--- src/rtl/page_reconfig_sequencer.sv ---
// Reconfiguration sequencer for the leaf pages of one BFT leaf cluster.
// Grants pages round-robin, isolates and resets the page, drives the shared DFX controller, then restarts it.
module page_reconfig_sequencer #(
    parameter int unsigned NUM_PAGES   = 2,
    parameter int unsigned PKT_W       = 49,
    parameter int unsigned ISO_CYCLES  = 8,
    parameter int unsigned RST_HOLD    = 16,
    parameter int unsigned START_DELAY = 4,
    parameter int unsigned TIMEOUT     = 1_000_000,
    localparam int unsigned SEL_W      = (NUM_PAGES > 1) ? $clog2(NUM_PAGES) : 1
) (
    input  logic                       clk,
    input  logic                       reset_n,
    input  logic [NUM_PAGES-1:0]       reconf_req,
    output logic [NUM_PAGES-1:0]       reconf_ack,
    output logic                       dfx_trigger,
    output logic [SEL_W-1:0]           dfx_page_sel,
    input  logic                       dfx_done,
    input  logic                       dfx_error,
    output logic [NUM_PAGES-1:0]       page_reset,
    output logic [NUM_PAGES-1:0]       page_ap_start,
    output logic [NUM_PAGES-1:0]       page_resend,
    input  logic [NUM_PAGES*PKT_W-1:0] dout_in,
    output logic [NUM_PAGES*PKT_W-1:0] dout_out,
    output logic                       busy,
    output logic [NUM_PAGES-1:0]       err_flag
);

    localparam int unsigned MAX_A   = (ISO_CYCLES > RST_HOLD) ? ISO_CYCLES : RST_HOLD;
    localparam int unsigned MAX_B   = (START_DELAY > TIMEOUT) ? START_DELAY : TIMEOUT;
    localparam int unsigned MAX_CNT = (MAX_A > MAX_B) ? MAX_A : MAX_B;
    localparam int unsigned CNT_W   = $clog2(MAX_CNT + 1);

    typedef enum logic [2:0] {
        S_IDLE, S_ISOLATE, S_RECONF, S_HOLD, S_RELEASE, S_START, S_FAIL
    } state_t;

    state_t               state_q, state_d;
    logic [CNT_W-1:0]     cnt_q, cnt_d, cnt_inc;
    logic [SEL_W-1:0]     rr_q, rr_d, sel_d, grant_idx;
    logic                 grant_vld;
    logic [NUM_PAGES-1:0] iso_q, iso_d, sel_mask;
    logic [NUM_PAGES-1:0] page_reset_d, err_d, ap_start_d, resend_d, ack_d;
    logic                 trigger_d, busy_d;

    // Index rr_q+off modulo NUM_PAGES, without a divider.
    function automatic logic [SEL_W-1:0] rr_index(input logic [SEL_W-1:0] base, input int unsigned off);
        int unsigned s;
        s = 32'(base) + off;
        if (s >= NUM_PAGES) s = s - NUM_PAGES;
        return SEL_W'(s);
    endfunction

    // Round-robin arbiter: search starts just after the last granted page.
    always_comb begin
        grant_vld = 1'b0;
        grant_idx = '0;
        for (int unsigned i = 1; i <= NUM_PAGES; i++) begin
            if (!grant_vld && reconf_req[rr_index(rr_q, i)]) begin
                grant_vld = 1'b1;
                grant_idx = rr_index(rr_q, i);
            end
        end
    end

    assign cnt_inc  = (&cnt_q) ? cnt_q : cnt_q + CNT_W'(1);
    assign sel_mask = NUM_PAGES'(1) << dfx_page_sel;

    // Next-state and next-output logic.
    always_comb begin
        state_d      = state_q;
        cnt_d        = cnt_inc;
        sel_d        = dfx_page_sel;
        rr_d         = rr_q;
        iso_d        = iso_q;
        page_reset_d = page_reset;
        err_d        = err_flag;
        trigger_d    = 1'b0;
        ap_start_d   = '0;
        resend_d     = '0;
        ack_d        = '0;
        case (state_q)
            S_IDLE: begin
                cnt_d = '0;
                if (grant_vld) begin
                    state_d                 = S_ISOLATE;
                    sel_d                   = grant_idx;
                    rr_d                    = grant_idx;
                    page_reset_d[grant_idx] = 1'b1;
                    iso_d[grant_idx]        = 1'b1;
                end
            end
            S_ISOLATE: begin
                if (cnt_q == CNT_W'(ISO_CYCLES - 1)) begin
                    state_d   = S_RECONF;
                    cnt_d     = '0;
                    trigger_d = 1'b1;
                end
            end
            S_RECONF: begin
                // A simultaneous done+error counts as an error.
                if (dfx_error || (!dfx_done && cnt_q == CNT_W'(TIMEOUT - 1))) begin
                    state_d             = S_FAIL;
                    err_d[dfx_page_sel] = 1'b1;
                    ack_d[dfx_page_sel] = 1'b1;
                end else if (dfx_done) begin
                    state_d = S_HOLD;
                    cnt_d   = '0;
                end
            end
            S_HOLD: begin
                if (cnt_q == CNT_W'(RST_HOLD - 1)) begin
                    state_d                    = S_RELEASE;
                    cnt_d                      = '0;
                    page_reset_d[dfx_page_sel] = 1'b0;
                end
            end
            S_RELEASE: begin
                if (cnt_q == CNT_W'(START_DELAY - 1)) begin
                    state_d                  = S_START;
                    ap_start_d[dfx_page_sel] = 1'b1;
                    ack_d[dfx_page_sel]      = 1'b1;
                    resend_d                 = ~iso_q & ~sel_mask;
                    iso_d[dfx_page_sel]      = 1'b0;
                    err_d[dfx_page_sel]      = 1'b0;
                end
            end
            S_START:  state_d = S_IDLE;
            S_FAIL:   state_d = S_IDLE;
            default:  state_d = S_IDLE;
        endcase
        busy_d = (state_d != S_IDLE);
    end

    always_ff @(posedge clk or negedge reset_n) begin
        if (!reset_n) begin
            state_q       <= S_IDLE;
            cnt_q         <= '0;
            rr_q          <= SEL_W'(NUM_PAGES - 1);
            iso_q         <= '0;
            dfx_page_sel  <= '0;
            page_reset    <= '0;
            err_flag      <= '0;
            dfx_trigger   <= 1'b0;
            page_ap_start <= '0;
            page_resend   <= '0;
            reconf_ack    <= '0;
            busy          <= 1'b0;
        end else begin
            state_q       <= state_d;
            cnt_q         <= cnt_d;
            rr_q          <= rr_d;
            iso_q         <= iso_d;
            dfx_page_sel  <= sel_d;
            page_reset    <= page_reset_d;
            err_flag      <= err_d;
            dfx_trigger   <= trigger_d;
            page_ap_start <= ap_start_d;
            page_resend   <= resend_d;
            reconf_ack    <= ack_d;
            busy          <= busy_d;
        end
    end

    // Isolated pages present an all-zero word to the BFT.
    for (genvar g = 0; g < NUM_PAGES; g++) begin : g_iso
        assign dout_out[g*PKT_W +: PKT_W] = iso_q[g] ? '0 : dout_in[g*PKT_W +: PKT_W];
    end

endmodule

--- config.mk ---
export PLATFORM = sky130hd
export DESIGN_NAME = page_reconfig_sequencer
export DESIGN_NICKNAME = d
export VERILOG_FILES = /design/src/rtl/page_reconfig_sequencer.sv
export SDC_FILE = /design/constraint.sdc
export NUM_CORES = 1
export LEC_CHECK = 0
export CAP_MARGIN = 0
export CORE_AREA = 4 4 82 84
export DETAILED_ROUTE_END_ITERATION = 8
export DIE_AREA = 0 0 86 88
export DONT_BUFFER_PORTS = 1
export PLACE_DENSITY = 0.57
export SLEW_MARGIN = 40
export SYNTH_ARGS = -nofsm -noshare
export SYNTH_HDL_FRONTEND = slang
export SYNTH_SLANG_ARGS = --single-unit
export TNS_END_PERCENT = 30
--- constraint.sdc ---
create_clock -name clk -period 2.1 [get_ports clk]
set_clock_uncertainty 0.15 [all_clocks]
set_input_delay 0.315 -clock clk [delete_from_list [all_inputs] [get_ports clk]]
set_output_delay 0.315 -clock clk [all_outputs]
set_load 0.05 [all_outputs]
# Word-level counts from Yosys, hierarchy flattened
# Cells that the tools add are included.
# totals
regBits,39
inputBits,104
output_inout_bits,111
word_cells,111
# op_classes
n_addsub,5
n_lt_le_gt_ge,8
eq_ne,12
shift,1
mux,46
bitwise,10
reduce_logical,17
# ops
cell,n
20-bit two-way mux,5
49-bit two-way mux,2
20-bit case mux with 4 select lines,1
2-bit two-way mux,11
20-bit by 1-bit adder with 20-bit output (second input constant),1
20-bit by 2-bit == test with 1-bit output (second input constant),1
20-bit == test (second input constant),1
20-bit by 3-bit == test with 1-bit output (second input constant),1
20-bit by 4-bit == test with 1-bit output (second input constant),1
20-bit AND reduction,1
3-bit two-way mux,6
2-bit case mux with 2 select lines,4
3-bit case mux with 5 select lines,1
1-bit two-way mux,14
3-bit AND reduction,3
2-bit bitwise AND,4
1-bit by 2-bit less-than comparator with 1-bit output (second input constant),4
2-bit inequality test (second input constant),4
3-bit by 2-bit == test with 1-bit output (second input constant),2
2-bit inverter,3
2-bit OR,3
2-bit nonzero test,3
1-bit logical AND,4
1-bit by 2-bit adder with 3-bit output (second input constant),1
14 further kinds,18

# Logic depth before layout (Yosys ltp)
# logic_depth
depth_word,16
ltp_mapped,8
depth_no_buf,5

# Worst setup path before layout
# No wires, ideal clock.
# synth_path
kind,register to register
from,reg cnt_q[14]
to,reg cnt_q[14]
arrival_time_ns,1.746
t_required_ns,1.813
path_slack_ns,0.068
stages_incl_launch_ff,7
n_path_buf,1
path_cell_list,dfrtp_1 > nor4_1 > nand4_1 > or3_1 > a211oi_2 > buf_2 > a311oi_1
# synth_via
elab_chain_len,5
# synth_lines
element,line,source
start: declaration,39,"logic [CNT_W-1:0] cnt_q, cnt_d, cnt_inc;"
start signal: assignment,151,cnt_q <= cnt_d;
20-bit by 1-bit adder with 20-bit output (tied with other cells),66,assign cnt_inc = (&cnt_q) ? cnt_q : cnt_q + CNT_W'(1);
20-bit two-way mux / 1-bit logical AND (equally long branches),"66, 102",
20-bit two-way mux / 1-bit logical OR (equally long branches),"106, 102",
20-bit two-way mux,102,if (dfx_error || (!dfx_done && cnt_q == CNT_W'(TIMEOUT - 1))) begin
20-bit case mux with 4 select lines *,82,case (state_q)
named net cnt_d[14],39,
# The timed path passes the listed nets; every way through them passes the cells marked *.
# A chain may end at the register's enable or synchronous reset.

# Final worst setup path
# layout_path
from,reg cnt_q[9]
to,reg cnt_q[14]
# The elaborated chain is that of the path after synthesis.

==> results.json <==
{
  "wl_per_cell_um": 17.6,
  "power_uw": 4620,
  "cap_viol_max_count": 0,
  "antenna_found_initial": 0,
  "cpPeakStageDelay_ns": 0.44,
  "critPathSlowestCell": "or3_4",
  "setup_viol": 0,
  "worst_skew_pair.late_latency_ns": 0.29,
  "die-area_um2": 7570,
  "synth-seq-cells": 39,
  "drt_first_pass_iters": 4,
  "cts_root_buf": "clkbuf_8",
  "yosysSeqAreaShare": 0.375,
  "clk_path_buf_depth": 2,
  "grt_max_degree": 50,
  "synth_area_um2": 2600,
  "crit_arrival_ns": 2.10,
  "die-height_um": 88,
  "crit_path_cell_trace": "nor4_2, nand4_1, or3_4, a211oi_4, buf_6, a311oi_1",
  "start_util": 0.440,
  "grt_remaining_overflow": 0,
  "dpl-instance-area_um2": 3600,
  "core-area_um2": 5920,
  "io_pins": 215,
  "h-tree-depth": 2,
  "drv_slew": 0,
  "p_leak_uw": 0.00173,
  "path_delay_family": "simple AND/OR/NAND/NOR gates",
  "die_w_um": 86,
  "hpwlAfterDp_um": 7010,
  "syn_inst": 311,
  "portBuffers": 0,
  "mostFrequentLayoutCells": "buf_4, nor2b_1, dfrtp_1",
  "ir_drop_v": 0.000931,
  "final_area_um2": 3800,
  "num_vias": 2611,
  "finalHoldViolCount": 0,
  "syn_area_per_cell_um2": 8.37,
  "maxSlewHeadroom": 0.612,
  "async_flop_share": 1.00,
  "synthToLayoutAreaGrowth_pct": 46.2,
  "finalWirelength_um": 8970,
  "fin_crit_ns": 2.09,
  "synth_nets": 416,
  "cts_sinks": 39,
  "critPathBufInv": 1,
  "layout_commonest_cell": "buf_4",
  "fin_nets": 539,
  "synthDistinctLibCells": 43,
  "fin_util": 0.642,
  "min_period_over_period": 0.994,
  "grt_pass1_wl_um": 12700,
  "num_rows": 28,
  "vias_per_cell": 5.12,
  "synth_edf_count": 0,
  "min_path_type": "input port to flop",
  "grt_use_total": 0.214,
  "critPathRequiredTime_ns": 2.11,
  "path_max_fanout": 10,
  "max_freq_ghz": 0.479,
  "drt_iter0_markers": 95,
  "drc": 0,
  "start_kind": "flop",
  "rsz0062_at_grt": "true",
  "antenna_cells": 0,
  "drive_gt1_frac": 0.363,
  "critPathKind": "flop to flop",
  "status": "finished, final reports clean",
  "path_clk_slew_ns": 0.08,
  "drt.antenna.violating_nets": 0,
  "powerDensity_nw_per_um2": 1220,
  "cts_buffers": 5,
  "gp_congestion": 0.811,
  "tritoncts": "yes",
  "grt_pass1_vias": 2403,
  "ys.flop_type": "dfrtp_1",
  "worst_slew_pin_slew_ns": 0.581,
  "crit_path_end_kind": "flop",
  "ys_warn_count": 0
}
## flip-flops by register name, summed over array words and instances (netlist names), named ones only
| signal | count |
|---|---|
| reconf_ack | 2 |
| page_reset | 2 |
| iso_q | 2 |
| page_resend | 2 |
| page_ap_start | 2 |
| busy | 1 |
| dfx_trigger | 1 |
| dfx_page_sel | 1 |
| rr_q | 1 |
| cnt_q | 20 |
| state_q | 3 |
## worst reg2reg max path, cell delays in order, from the launching register on
cell	delay (ns)
dfrtp_1	0.39
nor4_2	0.26
nand4_1	0.20
or3_4	0.44
a211oi_4	0.28
buf_6	0.19
a311oi_1	0.05
## final timing paths
kind / startpoint / endpoint / slack [ns] / cells past startpoint
worst max-delay path: cnt_q[9] / cnt_q[14] / 0.01 / 6
worst min-delay path: reconf_req[1] / rr_q / 0.03 / 2
worst max register to register: cnt_q[9] / cnt_q[14] / 0.01 / 6
worst min register to register: iso_q[0] / page_resend[0] / 0.32 / 1
max in group asynchronous: reset_n / rr_q / 1.21 / 2
min in group asynchronous: reset_n / cnt_q[18] / 0.32 / 2
## report_power, final
group	internal, uW	switching (uW)
combinational	934	2120
clock	233	256
sequential	879	203
## logic make-up after synthesis
| logic type | synth area share |
|---|---|
| xor gates and xnor gates | 0.0505 |
| buffers and inverters | 0.0466 |
| muxes | 0.00817 |
| AOI/OAI and AO/OA | 0.0889 |
| DFF | 0.375 |
| adders and majority gates | 0.00481 |
| and+or+nand+nor | 0.425 |
## layout make-up
cell class	count	area, um^2
inverters	7	26.3
clock inverters	1	5.00
flip-flops and latches	39	977
clock buffers	7	76.3
multi-input cells	245	1580
fillers	498	2120
well taps	75	93.8
repair buffers	136	1050
## what timing repair did
item	in CTS	in global routing
hold buffers	2	0
endpoints found under the hold margin	39	0
endpoints found under the setup margin	0	26
setup buffers	0	1
gates resized for setup	0	16
## Yosys cell counts (all sizes together), types with 2 or more instances
cell type / number / share of area
dfrtp: 38 / 0.37
nor3: 7 / 0.015
a211oi: 6 / 0.019
nand2: 14 / 0.020
nand4: 8 / 0.019
nor4: 5 / 0.012
nand3b: 2 / 0.0058
a21o: 2 / 0.0058
o21ai: 6 / 0.012
nand3: 10 / 0.019
xor2: 4 / 0.013
a21oi: 12 / 0.023
xnor2: 11 / 0.037
and3: 3 / 0.0072
a311oi: 2 / 0.0067
or3: 5 / 0.012
nor2: 27 / 0.040
buf: 6 / 0.016
o41ai: 2 / 0.0067
o2111ai: 2 / 0.0067
and2b: 2 / 0.0058
clkbuf: 14 / 0.020
inv: 7 / 0.010
and4: 3 / 0.010
nor2b: 100 / 0.24
## layer usage
metal	share of wire	global-route usage	vias up	routed length, um
li1	-	-	1284	-
met1	0.39	0.282	1222	3530
met2	0.52	0.362	94	4690
met3	0.072	0.0461	11	647
met4	0.011	0.0489	0	97
met5	0	0	-	0
## metrics by stage
| step | worst slack, ns | TNS (ns) | std cells | hold slack, ns |
|---|---|---|---|---|
| 5_1_grt | -0.101 | -1.71 | 510 | 0.0596 |
| 3_5_place_dp | 0.0294 | 0 | 499 | -0.129 |
| 4_1_cts | 0.0134 | 0 | 509 | 0.0362 |
| 3_3_place_gp | 0.0515 | 0 | 499 | -0.129 |
| 2_1_floorplan | 0.0676 | 0 | 311 | -0.131 |
| 6_report | 0.0121 | 0 | 510 | 0.0331 |
Note: power is estimated with default switching activity, not from simulation.
